## src/rtl/accel_pkg.sv

```systemverilog
// accel_pkg: activation codes and lane indexing shared by the scheduler, datapath and layer controller.
package accel_pkg;
  localparam int ACT_W  = 2;
  localparam int LANE_W = 1;
  typedef enum logic [ACT_W-1:0] {
    ACT_LINEAR = 2'b00,
    ACT_RELU   = 2'b01,
    ACT_TANH   = 2'b10
  } act_e;
  typedef logic [LANE_W-1:0] lane_t;
endpackage

```

## src/rtl/act_sched_fifo.sv

```systemverilog
// act_sched_fifo: per-lane result FIFO; head data reads 0 while empty, no fall-through.
module act_sched_fifo #(
  parameter int DEPTH = 2,
  parameter int WIDTH = 8
) (
  input  logic                     clk,
  input  logic                     rst_n,
  input  logic                     wr_en,
  input  logic [WIDTH-1:0]         wr_data,
  input  logic                     rd_en,
  output logic [WIDTH-1:0]         rd_data,
  output logic                     rd_valid,
  output logic [$clog2(DEPTH):0]   count
);
  localparam int AW = $clog2(DEPTH);
  logic [AW:0] wr_ptr_q, wr_ptr_d, rd_ptr_q, rd_ptr_d;
  logic [WIDTH-1:0] mem_q [DEPTH];
  logic full, do_wr, do_rd;
  always_comb begin
    count    = wr_ptr_q - rd_ptr_q;
    rd_valid = count != '0;
    full     = wr_ptr_q[AW] != rd_ptr_q[AW] && wr_ptr_q[AW-1:0] == rd_ptr_q[AW-1:0];
    do_rd    = rd_en && rd_valid;
    do_wr    = wr_en && (!full || do_rd);
    wr_ptr_d = wr_ptr_q + (AW+1)'(do_wr);
    rd_ptr_d = rd_ptr_q + (AW+1)'(do_rd);
    rd_data  = rd_valid ? mem_q[rd_ptr_q[AW-1:0]] : '0;
  end
  always_ff @(posedge clk or negedge rst_n)
    if (!rst_n) begin
      wr_ptr_q <= '0;
      rd_ptr_q <= '0;
    end else begin
      wr_ptr_q <= wr_ptr_d;
      rd_ptr_q <= rd_ptr_d;
    end
  always_ff @(posedge clk)
    if (do_wr) mem_q[wr_ptr_q[AW-1:0]] <= wr_data;
endmodule

```

## src/rtl/activation_scheduler.sv

```systemverilog
// activation_scheduler: round-robin, credit-gated sharing of one activation datapath by two lanes,
// with tagged in-flight items routed back into per-lane output FIFOs.
module activation_scheduler
  import accel_pkg::*;
#(
  parameter int DATA_WIDTH = 16,
  parameter int OUT_WIDTH  = 8,
  parameter int FIFO_DEPTH = 2,
  parameter int AU_LATENCY = 1
) (
  input  logic                  clk,
  input  logic                  rst_n,
  input  logic [DATA_WIDTH-1:0] req0_data,
  input  logic                  req0_valid,
  output logic                  req0_ready,
  input  logic [DATA_WIDTH-1:0] req1_data,
  input  logic                  req1_valid,
  output logic                  req1_ready,
  input  logic [ACT_W-1:0]      cfg_act0,
  input  logic [ACT_W-1:0]      cfg_act1,
  output logic [DATA_WIDTH-1:0] au_data_in,
  output logic                  au_valid_in,
  output logic [ACT_W-1:0]      au_act_type,
  input  logic [OUT_WIDTH-1:0]  au_data_out,
  input  logic                  au_valid_out,
  output logic [OUT_WIDTH-1:0]  out0_data,
  output logic                  out0_valid,
  input  logic                  out0_ready,
  output logic [OUT_WIDTH-1:0]  out1_data,
  output logic                  out1_valid,
  input  logic                  out1_ready,
  output logic                  busy
);
  localparam int CW = $clog2(FIFO_DEPTH) + 1;
  logic [CW-1:0] credit0_q, credit0_d, credit1_q, credit1_d, cnt0, cnt1, infl0, infl1;
  logic rr_q, rr_d;
  logic [AU_LATENCY-1:0] tag_valid_q, tag_valid_d;
  lane_t [AU_LATENCY-1:0] tag_lane_q, tag_lane_d;
  logic elig0, elig1, grant0, grant1, pop0, pop1, wr0, wr1, exit_valid;
  lane_t exit_lane;
  // rr_q names the lane that wins when both are eligible
  always_comb begin
    elig0       = rst_n && req0_valid && credit0_q != '0;
    elig1       = rst_n && req1_valid && credit1_q != '0;
    grant0      = elig0 && (!elig1 || !rr_q);
    grant1      = elig1 && (!elig0 || rr_q);
    req0_ready  = grant0;
    req1_ready  = grant1;
    au_valid_in = grant0 || grant1;
    au_data_in  = grant0 ? req0_data : grant1 ? req1_data : '0;
    au_act_type = grant0 ? cfg_act0 : grant1 ? cfg_act1 : '0;
    rr_d        = grant0 ? 1'b1 : grant1 ? 1'b0 : rr_q;
    exit_valid  = tag_valid_q[AU_LATENCY-1];
    exit_lane   = tag_lane_q[AU_LATENCY-1];
    wr0         = au_valid_out && exit_valid && exit_lane == lane_t'(0);
    wr1         = au_valid_out && exit_valid && exit_lane == lane_t'(1);
    pop0        = out0_valid && out0_ready;
    pop1        = out1_valid && out1_ready;
    credit0_d   = grant0 == pop0 ? credit0_q : grant0 ? credit0_q - 1'b1 : credit0_q + 1'b1;
    credit1_d   = grant1 == pop1 ? credit1_q : grant1 ? credit1_q - 1'b1 : credit1_q + 1'b1;
    tag_valid_d = '0;
    tag_lane_d  = '0;
    tag_valid_d[0] = au_valid_in;
    tag_lane_d[0]  = lane_t'(grant1);
    for (int i = 1; i < AU_LATENCY; i++) begin
      tag_valid_d[i] = tag_valid_q[i-1];
      tag_lane_d[i]  = tag_lane_q[i-1];
    end
    infl0 = '0;
    infl1 = '0;
    for (int i = 0; i < AU_LATENCY; i++) begin
      infl0 = infl0 + CW'(tag_valid_q[i] && tag_lane_q[i] == lane_t'(0));
      infl1 = infl1 + CW'(tag_valid_q[i] && tag_lane_q[i] == lane_t'(1));
    end
    busy = |tag_valid_q || out0_valid || out1_valid;
  end
  always_ff @(posedge clk or negedge rst_n)
    if (!rst_n) begin
      credit0_q   <= CW'(FIFO_DEPTH);
      credit1_q   <= CW'(FIFO_DEPTH);
      rr_q        <= 1'b0;
      tag_valid_q <= '0;
      tag_lane_q  <= '0;
    end else begin
      credit0_q   <= credit0_d;
      credit1_q   <= credit1_d;
      rr_q        <= rr_d;
      tag_valid_q <= tag_valid_d;
      tag_lane_q  <= tag_lane_d;
    end
  act_sched_fifo #(.DEPTH(FIFO_DEPTH), .WIDTH(OUT_WIDTH)) u_fifo0 (
    .clk(clk), .rst_n(rst_n), .wr_en(wr0), .wr_data(au_data_out), .rd_en(out0_ready),
    .rd_data(out0_data), .rd_valid(out0_valid), .count(cnt0)
  );
  act_sched_fifo #(.DEPTH(FIFO_DEPTH), .WIDTH(OUT_WIDTH)) u_fifo1 (
    .clk(clk), .rst_n(rst_n), .wr_en(wr1), .wr_data(au_data_out), .rd_en(out1_ready),
    .rd_data(out1_data), .rd_valid(out1_valid), .count(cnt1)
  );
  // A datapath result with no matching tag is dropped; the credit ledger must always balance.
  a_tag_align: assert property (@(posedge clk) disable iff (!rst_n) au_valid_out |-> exit_valid);
  a_ledger0: assert property (@(posedge clk) disable iff (!rst_n)
    int'(credit0_q) + int'(cnt0) + int'(infl0) == FIFO_DEPTH);
  a_ledger1: assert property (@(posedge clk) disable iff (!rst_n)
    int'(credit1_q) + int'(cnt1) + int'(infl1) == FIFO_DEPTH);
endmodule
```

## config.mk

```make
export PLATFORM = sky130hd
export DESIGN_NAME = activation_scheduler
export DESIGN_NICKNAME = d
export VERILOG_FILES = /design/src/rtl/accel_pkg.sv /design/src/rtl/act_sched_fifo.sv /design/src/rtl/activation_scheduler.sv
export SDC_FILE = /design/constraint.sdc
export NUM_CORES = 1
export LEC_CHECK = 0
export CORE_UTILIZATION = 36
export CTS_CLUSTER_DIAMETER = 100
export DETAILED_ROUTE_END_ITERATION = 10
export DONT_BUFFER_PORTS = 1
export GPL_TIMING_DRIVEN = 0
export PLACE_DENSITY = 0.52
export SLEW_MARGIN = 20
export SYNTH_ARGS = -nofsm -noshare
export SYNTH_HDL_FRONTEND = slang
export SYNTH_HIERARCHICAL = 1
export SYNTH_SLANG_ARGS = --single-unit
```

## constraint.sdc

```tcl
create_clock -name clk -period 3.6 [get_ports clk]
set_input_delay 0.18 -clock clk [delete_from_list [all_inputs] [get_ports clk]]
set_output_delay 0.18 -clock clk [all_outputs]
set_load 0.01 [all_outputs]
```

==> results of run 1 <==
==> registers in the layout, indices dropped and copies added (netlist names) <==
name	flops
u_fifo0/mem_q	16
u_fifo1/mem_q	16
credit0_q	2
credit1_q	2
u_fifo0/rd_ptr_q	2
u_fifo0/wr_ptr_q	2
u_fifo1/rd_ptr_q	2
u_fifo1/wr_ptr_q	2
exit_lane	1
exit_valid	1
rr_q	1
==> final cells by class <==
| class | instances | area (um2) | share of cell area |
|---|---|---|---|
| clock inverter | 3 | 27.53 | 0.01050 |
| buffer | 11 | 81.33 | 0.03101 |
| multi-input combinational | 117 | 893.4 | 0.3406 |
| timing repair buffer | 9 | 90.09 | 0.03435 |
| inverter | 7 | 26.28 | 0.01002 |
| tap | 77 | 96.34 | 0.03674 |
| clock buffer | 5 | 68.82 | 0.02624 |
| sequential | 47 | 1339 | 0.5105 |
==> through the flow <==
step           worst slack, ps  cell area (um2)  hold WS [ps]
2_1_floorplan             1869             2340        -115.6
3_3_place_gp              1620             2436        -114.9
3_5_place_dp              1528             2436        -114.7
4_1_cts                   1190             2623         136.3
5_1_grt                   1042             2623         147.6
6_report                  1224             2623         143.5
==> worst register-to-register path, stage by stage, from the launching register on <==
cell and delay (ps):
dfrtp_1 360, inv_1 70, ha_1 290, clkbuf_1 370
nand2_1 310, and3_2 300, mux2i_1 160, xnor2_1 140
==> layer usage <==
| metal | up-vias | global-route usage | part of all wire |
|---|---|---|---|
| met2 | 58 | 0.2306 | 0.50 |
| li1 | 690 | - | - |
| met1 | 709 | 0.1759 | 0.41 |
| met4 | 0 | 0.06897 | 0.025 |
| met3 | 10 | 0.04286 | 0.068 |
| met5 | - | 0 | 0 |
==> power by group through the flow <==
stage          combinational (uW)  sequential [uW]  clock, uW
2_1_floorplan                 828              779          0
3_3_place_gp                  970              790          0
3_5_place_dp                 1020              797          0
4_1_cts                      1040              786        346
5_1_grt                      1130              799        375
6_report                     1020              787        336
==> final timing paths <==
kind / end
worst min-delay path: credit1_q[1]$_DFFE_PN1P_
min in group asynchronous: exit_lane$_DFF_PN0_
worst max-delay path: busy
worst min register to register: credit1_q[1]$_DFFE_PN1P_
max in group asynchronous: u_fifo0/rd_ptr_q[1]$_DFF_PN0_
worst max register to register: credit0_q[1]$_DFFE_PN1P_
==> reports/metrics.csv, run 1 <==
stage,metric,value,unit
floorplan,Die W,82.62,um
status,status,completed,
pwr,P_leak,0.001013,uW
critical_path,CP top delay family,simple AND/OR/NAND/NOR gates,
critical_path,maximum single-stage delay on the critical path,490,ps
sta,Final min period,2376,ps
finish,most frequent cells in the layout,"edfxtp_1 (32), nor2b_1 (18), a21oi_1 (18), mux2i_1 (18), a22oi_1 (17)",
floorplan,core area,0.006314,mm2
critical_path,startpoint types,register,
finish,nets,257,
grt,global route total overflow,0,
cts,post-CTS setup buffers,0,
pwr,Switch Pwr,915.0,uW
cts,post-CTS sizing,0,
critical_path,crit path cell chain,inv_1 -> ha_1 -> clkbuf_1 -> nand2_1 -> or3_1,
sta,RSZ-0062 raised after global routing,no,
routing,drt total wl,4916,um
routing,DRT iter0 DRCs,71,
routing,Via-to-Cell Ratio,5.315,
placement,Placed Cells,259,
pwr,Logic pwr share,0.475,
worst_hold_path,Hold Path Cell Cnt,3,
flow_run,# Max-Cap Violations,0,
sta,Peak Freq,420.8,MHz
floorplan,Initial Utilization,0.3706,
routing,via count,1467,
pwr,VDD IR max,0.0003845,V
cts,clock sinks,47,
critical_path,slowest cell on the critical path,or3_1,
cts,CTS Hold Bufs,9,
floorplan,Rows,29,
sta,Max-slew headroom,0.5403,
sta,Tightest Pin Transition,687.2,ps
cts,TritonCTS clock tree,built,
critical_path,Reg-to-Reg Start,u_fifo0/wr_ptr_q[0]$_DFF_PN0_,
finish,"most common cell after layout, fill and taps aside",edfxtp_1,
finish,Finished Layout Cells,276,
placement,routability cong.,0.6745,
placement,Buffers on Ports,0,
yosys,syn_area_per_cell,12.86,um2
cts,clock tree buffer depth,2,
finish,fillcell total,607,
placement,Final HPWL DP,3607,um
cts,clock-pin transition on the worst setup and hold timing paths,90,ps
grt,vias in the first global route,1365,
pwr,power per cell area,816.1,mW/mm2
cts,H-tree depth,2,
grt,first-pass GRT wire length,6865,um
critical_path,CP bufs+invs,2,
pwr,Net Sw Frac,0.4275,
finish,final core utilization,0.4154,
floorplan,IO Pins,91,
critical_path,CP Depth,5,
critical_path,Worst Path Arrival,2200,ps
critical_path,Required @ worst endpoint,3420,ps
critical_path,Crit. Startpoint,u_fifo0/wr_ptr_q[0]$_DFF_PN0_,
worst_hold_path,Hold Path Class,input port to register,
pwr,share of power burned in registers,0.368,
routing,Post-DRT Antenna Nets,0,
grt,largest net degree at the start of global routing,18,
pwr,P_int,1225,uW
sta,final setup vio count,0,
pwr,Clk pwr share,0.157,
cts,worst-skew pair later-pin latency,300,ps
finish,P&R area growth vs syn,12.09,%
worst_hold_path,min-delay src,out1_ready,
cts,root buffer cell,clkbuf_8,
critical_path,R2R setup slack,1540,ps
routing,Routed WL per cell,17.81,um
floorplan,Chip Height,82.62,um
routing,drt first pass iters,4,
grt,total track usage,0.1435,
yosys,area of the mapped netlist,0.002340,mm2
pwr,Power Total,2140,uW
yosys,syn nets,241,
finish,antenna fix cells,0,
yosys,Mapped Cells,182,
cts,CTS buffer count,5,
critical_path,crit path max fanout,10,
sta,max-slew violations,0,
grt,initial antenna violation count,0,
critical_path,CP endpoint kind,primary output,
routing,DRC viols,0,
critical_path,Reg2Reg Depth,7,
sta,final worst-path cycle share,0.6601,
sta,final setup TNS,0,ps
sta,final hold vios,0,
yosys,yosys warns,6,
sta,Setup Skew,5.284,ps
finish,share of cells above drive strength 1,0.1256,
floorplan,die area,0.006826,mm2
critical_path,kind of critical path,register to primary output,
No activity file was read; power rests on OpenSTA's default activity.
==> inputs of run 2 (changes only) <==
--- a/config.mk
+++ b/config.mk
@@ -5,6 +5,7 @@
 export SDC_FILE = /design/constraint.sdc
 export NUM_CORES = 1
 export LEC_CHECK = 0
+export ABC_AREA = 1
 export CORE_UTILIZATION = 36
 export CTS_CLUSTER_DIAMETER = 100
 export DETAILED_ROUTE_END_ITERATION = 10
==> constraint.sdc (replaced) <==
create_clock -name clk -period 2.2 [get_ports clk]
set_input_delay 0.11 -clock clk [delete_from_list [all_inputs] [get_ports clk]]
set_output_delay 0.11 -clock clk [all_outputs]
set_load 0.01 [all_outputs]
==> run 2 against run 1 <==
Clock skew grew 1.6 ps; critical path depth is the same; flip-flop and latch count is the same; register-to-register slack lost 1400 ps; critical path type is now register to register; critical endpoint is now u_fifo1/mem_q[1][7]$_DFFE_PP_; largest power group unchanged.
==> reports/metrics.csv, run 2 <==
stage,metric,value,unit
pwr,VDD IR max,0.0004900,V
flow_run,# Max-Cap Violations,0,
grt,first-pass GRT wire length,7403,um
floorplan,Die W,85.21,um
cts,clock tree buffer depth,2,
finish,nets,359,
cts,post-CTS setup buffers,0,
sta,final hold vios,0,
routing,Post-DRT Antenna Nets,0,
critical_path,capturing point of the worst reg2reg path,u_fifo1/mem_q[1][7]$_DFFE_PP_,
routing,Via-to-Cell Ratio,4.614,
routing,drt total wl,4791,um
critical_path,R2R setup slack,160,ps
pwr,P_leak,0.001435,uW
floorplan,die area,0.007260,mm2
worst_hold_path,Hold Path Cell Cnt,3,
cts,CTS buffer count,5,
sta,Peak Freq,489.8,MHz
grt,initial antenna violation count,0,
pwr,share of power burned in registers,0.375,
pwr,P_int,1972,uW
pwr,Switch Pwr,1515,uW
yosys,Mapped Cells,284,
critical_path,Reg2Reg Depth,5,
finish,"most common cell after layout, fill and taps aside",nand2_1,
pwr,Net Sw Frac,0.4345,
placement,routability cong.,0.7673,
critical_path,crit path max fanout,9,
cts,CTS Hold Bufs,9,
status,status,completed,
cts,H-tree depth,2,
worst_hold_path,Hold Path Class,input port to register,
finish,antenna fix cells,0,
cts,clock-pin transition on the worst setup and hold timing paths,90,ps
sta,Setup Skew,6.876,ps
sta,Max-slew headroom,0.5255,
sta,fin worst setup slack,158.3,ps
routing,via count,1744,
routing,DRC viols,0,
sta,Tightest Pin Transition,709.4,ps
grt,M2 GR Usage,0.2273,
grt,grt peak-use layer,met2,
cts,worst-skew pair later-pin latency,300,ps
sta,RSZ-0062 raised after global routing,no,
grt,GRT met1 Usage,0.1642,
finish,P&R area growth vs syn,12.15,%
cts,clock sinks,47,
floorplan,core area,0.006531,mm2
yosys,syn_area_per_cell,8.776,um2
critical_path,Worst Path Arrival,1990,ps
cts,post-CTS sizing,0,
floorplan,Rows,29,
yosys,yosys warns,6,
routing,drt first pass iters,4,
yosys,syn nets,343,
sta,final setup vio count,0,
grt,vias in the first global route,1531,
critical_path,CP endpoint kind,register,
placement,Setup WS pre-CTS,166.1,ps
sta,Final min period,2042,ps
floorplan,Initial Utilization,0.3816,
critical_path,Required @ worst endpoint,2150,ps
floorplan,Chip Height,85.21,um
grt,global route total overflow,0,
finish,share of cells above drive strength 1,0.1130,
routing,DRT iter0 DRCs,51,
critical_path,kind of critical path,register to register,
critical_path,Reg-to-Reg Start,u_fifo1/rd_ptr_q[0]$_DFF_PN0_,
grt,GR Util met3,0.04572,
finish,Finished Layout Cells,378,
floorplan,IO Pins,91,
pwr,Clk pwr share,0.188,
placement,Buffers on Ports,0,
sta,final worst-path cycle share,0.9280,
pwr,Logic pwr share,0.437,
grt,total track usage,0.1326,
finish,most frequent cells in the layout,"nand2_1 (107), inv_1 (57), edfxtp_1 (32)",
sta,final setup TNS,0,ps
worst_hold_path,min-delay src,out0_ready,
yosys,area of the mapped netlist,0.002492,mm2
routing,Routed WL per cell,12.67,um
placement,Final HPWL DP,3444,um
placement,Placed Cells,361,
cts,TritonCTS clock tree,built,
cts,root buffer cell,clkbuf_8,
pwr,power per cell area,1247,mW/mm2
sta,max-slew violations,0,
critical_path,startpoint types,register,
worst_hold_path,Worst Hold Path EP,u_fifo0/rd_ptr_q[0]$_DFF_PN0_,
grt,largest net degree at the start of global routing,17,
==> run 2: worst max-delay path by stage <==
| stage | startpoint | end | cells past startpoint |
|---|---|---|---|
| after floorplan | u_fifo0/rd_ptr_q[0]$_DFF_PN0_ | u_fifo0/mem_q[1][0]$_DFFE_PP_ | 5 |
| after global placement | u_fifo0/rd_ptr_q[0]$_DFF_PN0_ | u_fifo0/mem_q[1][6]$_DFFE_PP_ | 5 |
| after detailed placement | u_fifo1/rd_ptr_q[0]$_DFF_PN0_ | u_fifo1/mem_q[1][5]$_DFFE_PP_ | 5 |
| after CTS | u_fifo1/rd_ptr_q[0]$_DFF_PN0_ | u_fifo1/mem_q[1][7]$_DFFE_PP_ | 5 |
| after global routing | u_fifo1/rd_ptr_q[0]$_DFF_PN0_ | u_fifo1/mem_q[1][7]$_DFFE_PP_ | 5 |
| final | u_fifo1/rd_ptr_q[0]$_DFF_PN0_ | u_fifo1/mem_q[1][7]$_DFFE_PP_ | 5 |
==> run 2: per-stage QoR <==
step	util	total power, uW	cell area [um2]	hold slack, ps
detailed placement	0.3964	2846	2589	-185.0
global placement	0.3964	2820	2589	-185.1
floorplan	-	2552	2492	-185.6
finish	0.4280	3486	2795	28.78
global route	0.4280	3796	2795	21.06
CTS	0.4280	3528	2795	22.71
==> run 2: power groups by stage <==
| stage | Combinational [uW] | Sequential [uW] | Clock (uW) |
|---|---|---|---|
| 6_report | 1520 | 1310 | 655 |
| 5_1_grt | 1760 | 1330 | 704 |
| 4_1_cts | 1550 | 1310 | 670 |
| 3_5_place_dp | 1520 | 1330 | 0 |
| 3_3_place_gp | 1490 | 1330 | 0 |
| 2_1_floorplan | 1270 | 1280 | 0 |
==> run 2: layout make-up <==
class | instances | area [um2]
Fill cell | 636 | 3736
Sequential cell | 47 | 1339
Clock buffer | 5 | 68.82
Tap cell | 77 | 96.34
Clock inverter | 3 | 47.55
Multi-Input combinational cell | 174 | 884.6
Inverter | 59 | 224.0
Timing Repair Buffer | 9 | 90.09
Buffer | 4 | 45.04
==> run 2: per-layer routing <==
layer,wire length [um],part of all wire
met1,2154,0.45
met5,0,0
met4,38,0.0079
met2,2306,0.48
met3,292,0.061
==> run 2: critical path, cell delays in order (launching register included) <==
cell and delay (ps):
dfrtp_1 560, ha_1 340, inv_1 70, nor2_1 30, a21oi_1 200, ha_1 500
==> inputs of run 3 (changes only) <==
--- a/config.mk
+++ b/config.mk
@@ -6,14 +6,16 @@
 export NUM_CORES = 1
 export LEC_CHECK = 0
 export ABC_AREA = 1
+export CELL_PAD_IN_SITES_DETAIL_PLACEMENT = 1
+export CELL_PAD_IN_SITES_GLOBAL_PLACEMENT = 1
 export CORE_UTILIZATION = 36
 export CTS_CLUSTER_DIAMETER = 100
 export DETAILED_ROUTE_END_ITERATION = 10
 export DONT_BUFFER_PORTS = 1
 export GPL_TIMING_DRIVEN = 0
-export PLACE_DENSITY = 0.52
+export PLACE_DENSITY = 0.65
+export SETUP_SLACK_MARGIN = 0.4
 export SLEW_MARGIN = 20
 export SYNTH_ARGS = -nofsm -noshare
 export SYNTH_HDL_FRONTEND = slang
-export SYNTH_HIERARCHICAL = 1
 export SYNTH_SLANG_ARGS = --single-unit
==> run 3 against run 2 <==
Die area decreased by 9.2%; synthesized cell count down 27%; largest power group unchanged; clock skew up 1.3 ps; highest routed layer unchanged; register-to-register slack gained 280 ps; critical endpoint is now u_fifo0.mem_q[1][6]$_DFFE_PP_; cell count decreased by 17%; total power rose by 3.8%.
==> reports/metrics.csv, run 3 <==
stage,metric,value,unit
yosys,Yosys cell types,27,
worst_hold_path,Hold Path Class,input port to register,
sta,final setup TNS,0,ps
yosys,Mapped Cells,208,
critical_path,worst setup path endpoint,u_fifo0.mem_q[1][6]$_DFFE_PP_,
critical_path,Reg2Reg Depth,7,
critical_path,Reg-to-Reg Start,u_fifo0.rd_ptr_q[0]$_DFF_PN0_,
grt,GRT met1 Usage,0.2153,
cts,clock tree buffer depth,2,
yosys,"Seq/Total Area, Yosys",0.5931,
sta,fin worst setup slack,437.5,ps
critical_path,Required @ worst endpoint,2210,ps
finish,Register Area,0.001339,mm2
placement,Setup WS pre-CTS,189.1,ps
finish,design area,0.002775,mm2
sta,Max-slew headroom,0.5175,
floorplan,Initial Utilization,0.3768,
critical_path,kind of critical path,register to register,
placement,"Cell Area, Placed",0.002351,mm2
floorplan,core area,0.005991,mm2
finish,most frequent cells in the layout,"nand2_1 (60), edfxtp_1 (32), a22o_1 (17)",
placement,Placed Cells,283,
yosys,post-synth top area share,0.4257,
sta,Peak Freq,567.4,MHz
routing,Post-DRT Antenna Nets,0,
finish,"most common cell after layout, fill and taps aside",nand2_1,
sta,final setup vio count,0,
sta,Setup Skew,8.139,ps
critical_path,maximum single-stage delay on the critical path,410,ps
sta,final hold vios,0,
yosys,Post-synth ARST share,0.3191,
critical_path,CP dominant cell by count,buf_6,
grt,M2 GR Usage,0.2412,
sta,Tightest Pin Transition,721.3,ps
cts,clock-pin transition on the worst setup and hold timing paths,80,ps
cts,clock sinks,47,
routing,via count,1553,
floorplan,Chip Height,81.18,um
cts,TritonCTS clock tree,built,
cts,H-tree depth,2,
critical_path,CP endpoint kind,register,
yosys,area of the mapped netlist,0.002257,mm2
cts,CTS buffer count,5,
yosys,Post-synth top cells,"nand2_1 (64), edfxtp_1 (32), a22o_1 (18)",
placement,Final HPWL DP,3503,um
critical_path,crit path max fanout,5,
cts,root buffer cell,clkbuf_8,
grt,largest net degree at the start of global routing,16,
yosys,synth top area cells,"edfxtp_1 (43%), dfrtp_1 (14%), nand2_1 (11%)",
finish,antenna fix cells,0,
critical_path,R2R setup slack,440,ps
finish,Finished Layout Cells,313,
pwr,power per cell area,1304,mW/mm2
sta,Final min period,1763,ps
grt,grt peak-use layer,met2,
pwr,VDD IR max,0.0004829,V
sta,final worst-path cycle share,0.8011,
finish,nets,294,
yosys,"FF+latch count, synth",47,
finish,multi-input logic area,898.4,um2
routing,drt first pass iters,4,
flow_run,# Max-Cap Violations,0,
floorplan,Die W,81.18,um
yosys,syn nets,265,
critical_path,crit path cell chain,buf_6 -> nand2_1 -> nand2_2 -> nor3b_4 -> nor3_2 -> ha_2 -> buf_6,
routing,DRT iter0 DRCs,34,
floorplan,die area,0.006590,mm2
status,status,completed,
grt,vias in the first global route,1504,
sta,max-slew violations,0,
finish,P&R area growth vs syn,22.95,%
pwr,P_leak,0.001159,uW
critical_path,Crit. Startpoint,u_fifo0.rd_ptr_q[0]$_DFF_PN0_,
yosys,Main synth FF type,edfxtp_1,
finish,share of cells above drive strength 1,0.2773,
yosys,Post-synth EDFFs,32,
critical_path,startpoint types,register,
grt,total track usage,0.1590,
sta,RSZ-0062 raised after global routing,yes,
grt,GR Util met3,0.03820,
yosys,yosys warns,0,
routing,drt total wl,5064,um
critical_path,Worst Path Arrival,1780,ps
floorplan,IO Pins,91,
yosys,syn_area_per_cell,10.85,um2
yosys,biggest area consumer among synthesized cells,edfxtp_1,
floorplan,Rows,28,
routing,Routed WL per cell,16.18,um
grt,global route total overflow,0,
grt,first-pass GRT wire length,7514,um
finish,fillcell total,648,
placement,routability cong.,0.6910,
critical_path,slowest cell on the critical path,dfrtp_1,
placement,Buffers on Ports,0,
critical_path,capturing point of the worst reg2reg path,u_fifo0.mem_q[1][6]$_DFFE_PP_,
grt,initial antenna violation count,0,
cts,worst-skew pair later-pin latency,300,ps
routing,DRC viols,0,
worst_hold_path,Hold Path Cell Cnt,4,
routing,Via-to-Cell Ratio,4.962,
yosys,"count leader, synth",nand2_1,
## run 3: how the worst min path moves through the flow
stage / startpoint / endpoint / slack [ps]
finish: out1_ready / credit1_q[1]$_DFFE_PN1P_ / 40
global route: out1_ready / credit1_q[1]$_DFFE_PN1P_ / 100
CTS: out1_ready / credit1_q[1]$_DFFE_PN1P_ / 40
detailed placement: rst_n / credit0_q[0]$_DFFE_PN0P_ / -190
global placement: rst_n / credit0_q[0]$_DFFE_PN0P_ / -190
floorplan: rst_n / credit0_q[0]$_DFFE_PN0P_ / -190
## run 3: per-stage QoR
step,utilization,power [uW],hold WS [ps]
6_report,0.4632,3620,41.71
5_1_grt,0.4632,3917,95.14
4_1_cts,0.4302,3317,42.50
3_5_place_dp,0.3924,2762,-185.1
3_3_place_gp,0.3924,2715,-185.0
2_1_floorplan,-,2455,-185.6
## run 3: report_power, final
part / internal, uW / total [uW] / switching (uW)
sequential: 1140 / 1270 / 133
clock: 222 / 493 / 271
combinational: 696 / 1850 / 1160
total: 2060 / 3620 / 1560
## run 3: layout make-up
cell class,count,area share
multi-input combinational,137,0.3237
timing repair buffer,22,0.07665
clock buffer,6,0.02615
sequential,47,0.4824
buffer,6,0.02164
tap,75,0.03381
clock inverter,2,0.004509
inverter,18,0.03111
## run 3: worst max-delay path, delay by kind of cell (launching register included)
family | cells | cell delay, ps
simple gates | 4 | 550
flops | 1 | 410
fa+ha+maj | 1 | 240
buf+inv | 2 | 280
## run 3: logic make-up (layout without fill, tap and decap cells)
logic type	Yosys count	in the layout	synth area share
AO/OA/AOI/OAI	36	36	0.1114
adder cells (fa/ha/maj)	6	6	0.03326
buffers and inverters	24	54	0.05432
flip-flops	47	47	0.5931
AND/OR/NAND/NOR	88	88	0.1774
XOR/XNOR	7	7	0.03049
## run 3: layer usage
layer	wire length, um	share of wire
met1	2246	0.44
met2	2548	0.50
met3	191	0.038
met4	77	0.015
met5	0	0
## run 3: timing repair
action	in CTS	in global routing
pin swaps	2	6
hold buffers	9	0
endpoints found under the hold margin	47	0
resized for setup	8	32
setup endpoints to repair	48	60
cloned	0	1
buffers inserted	4	8
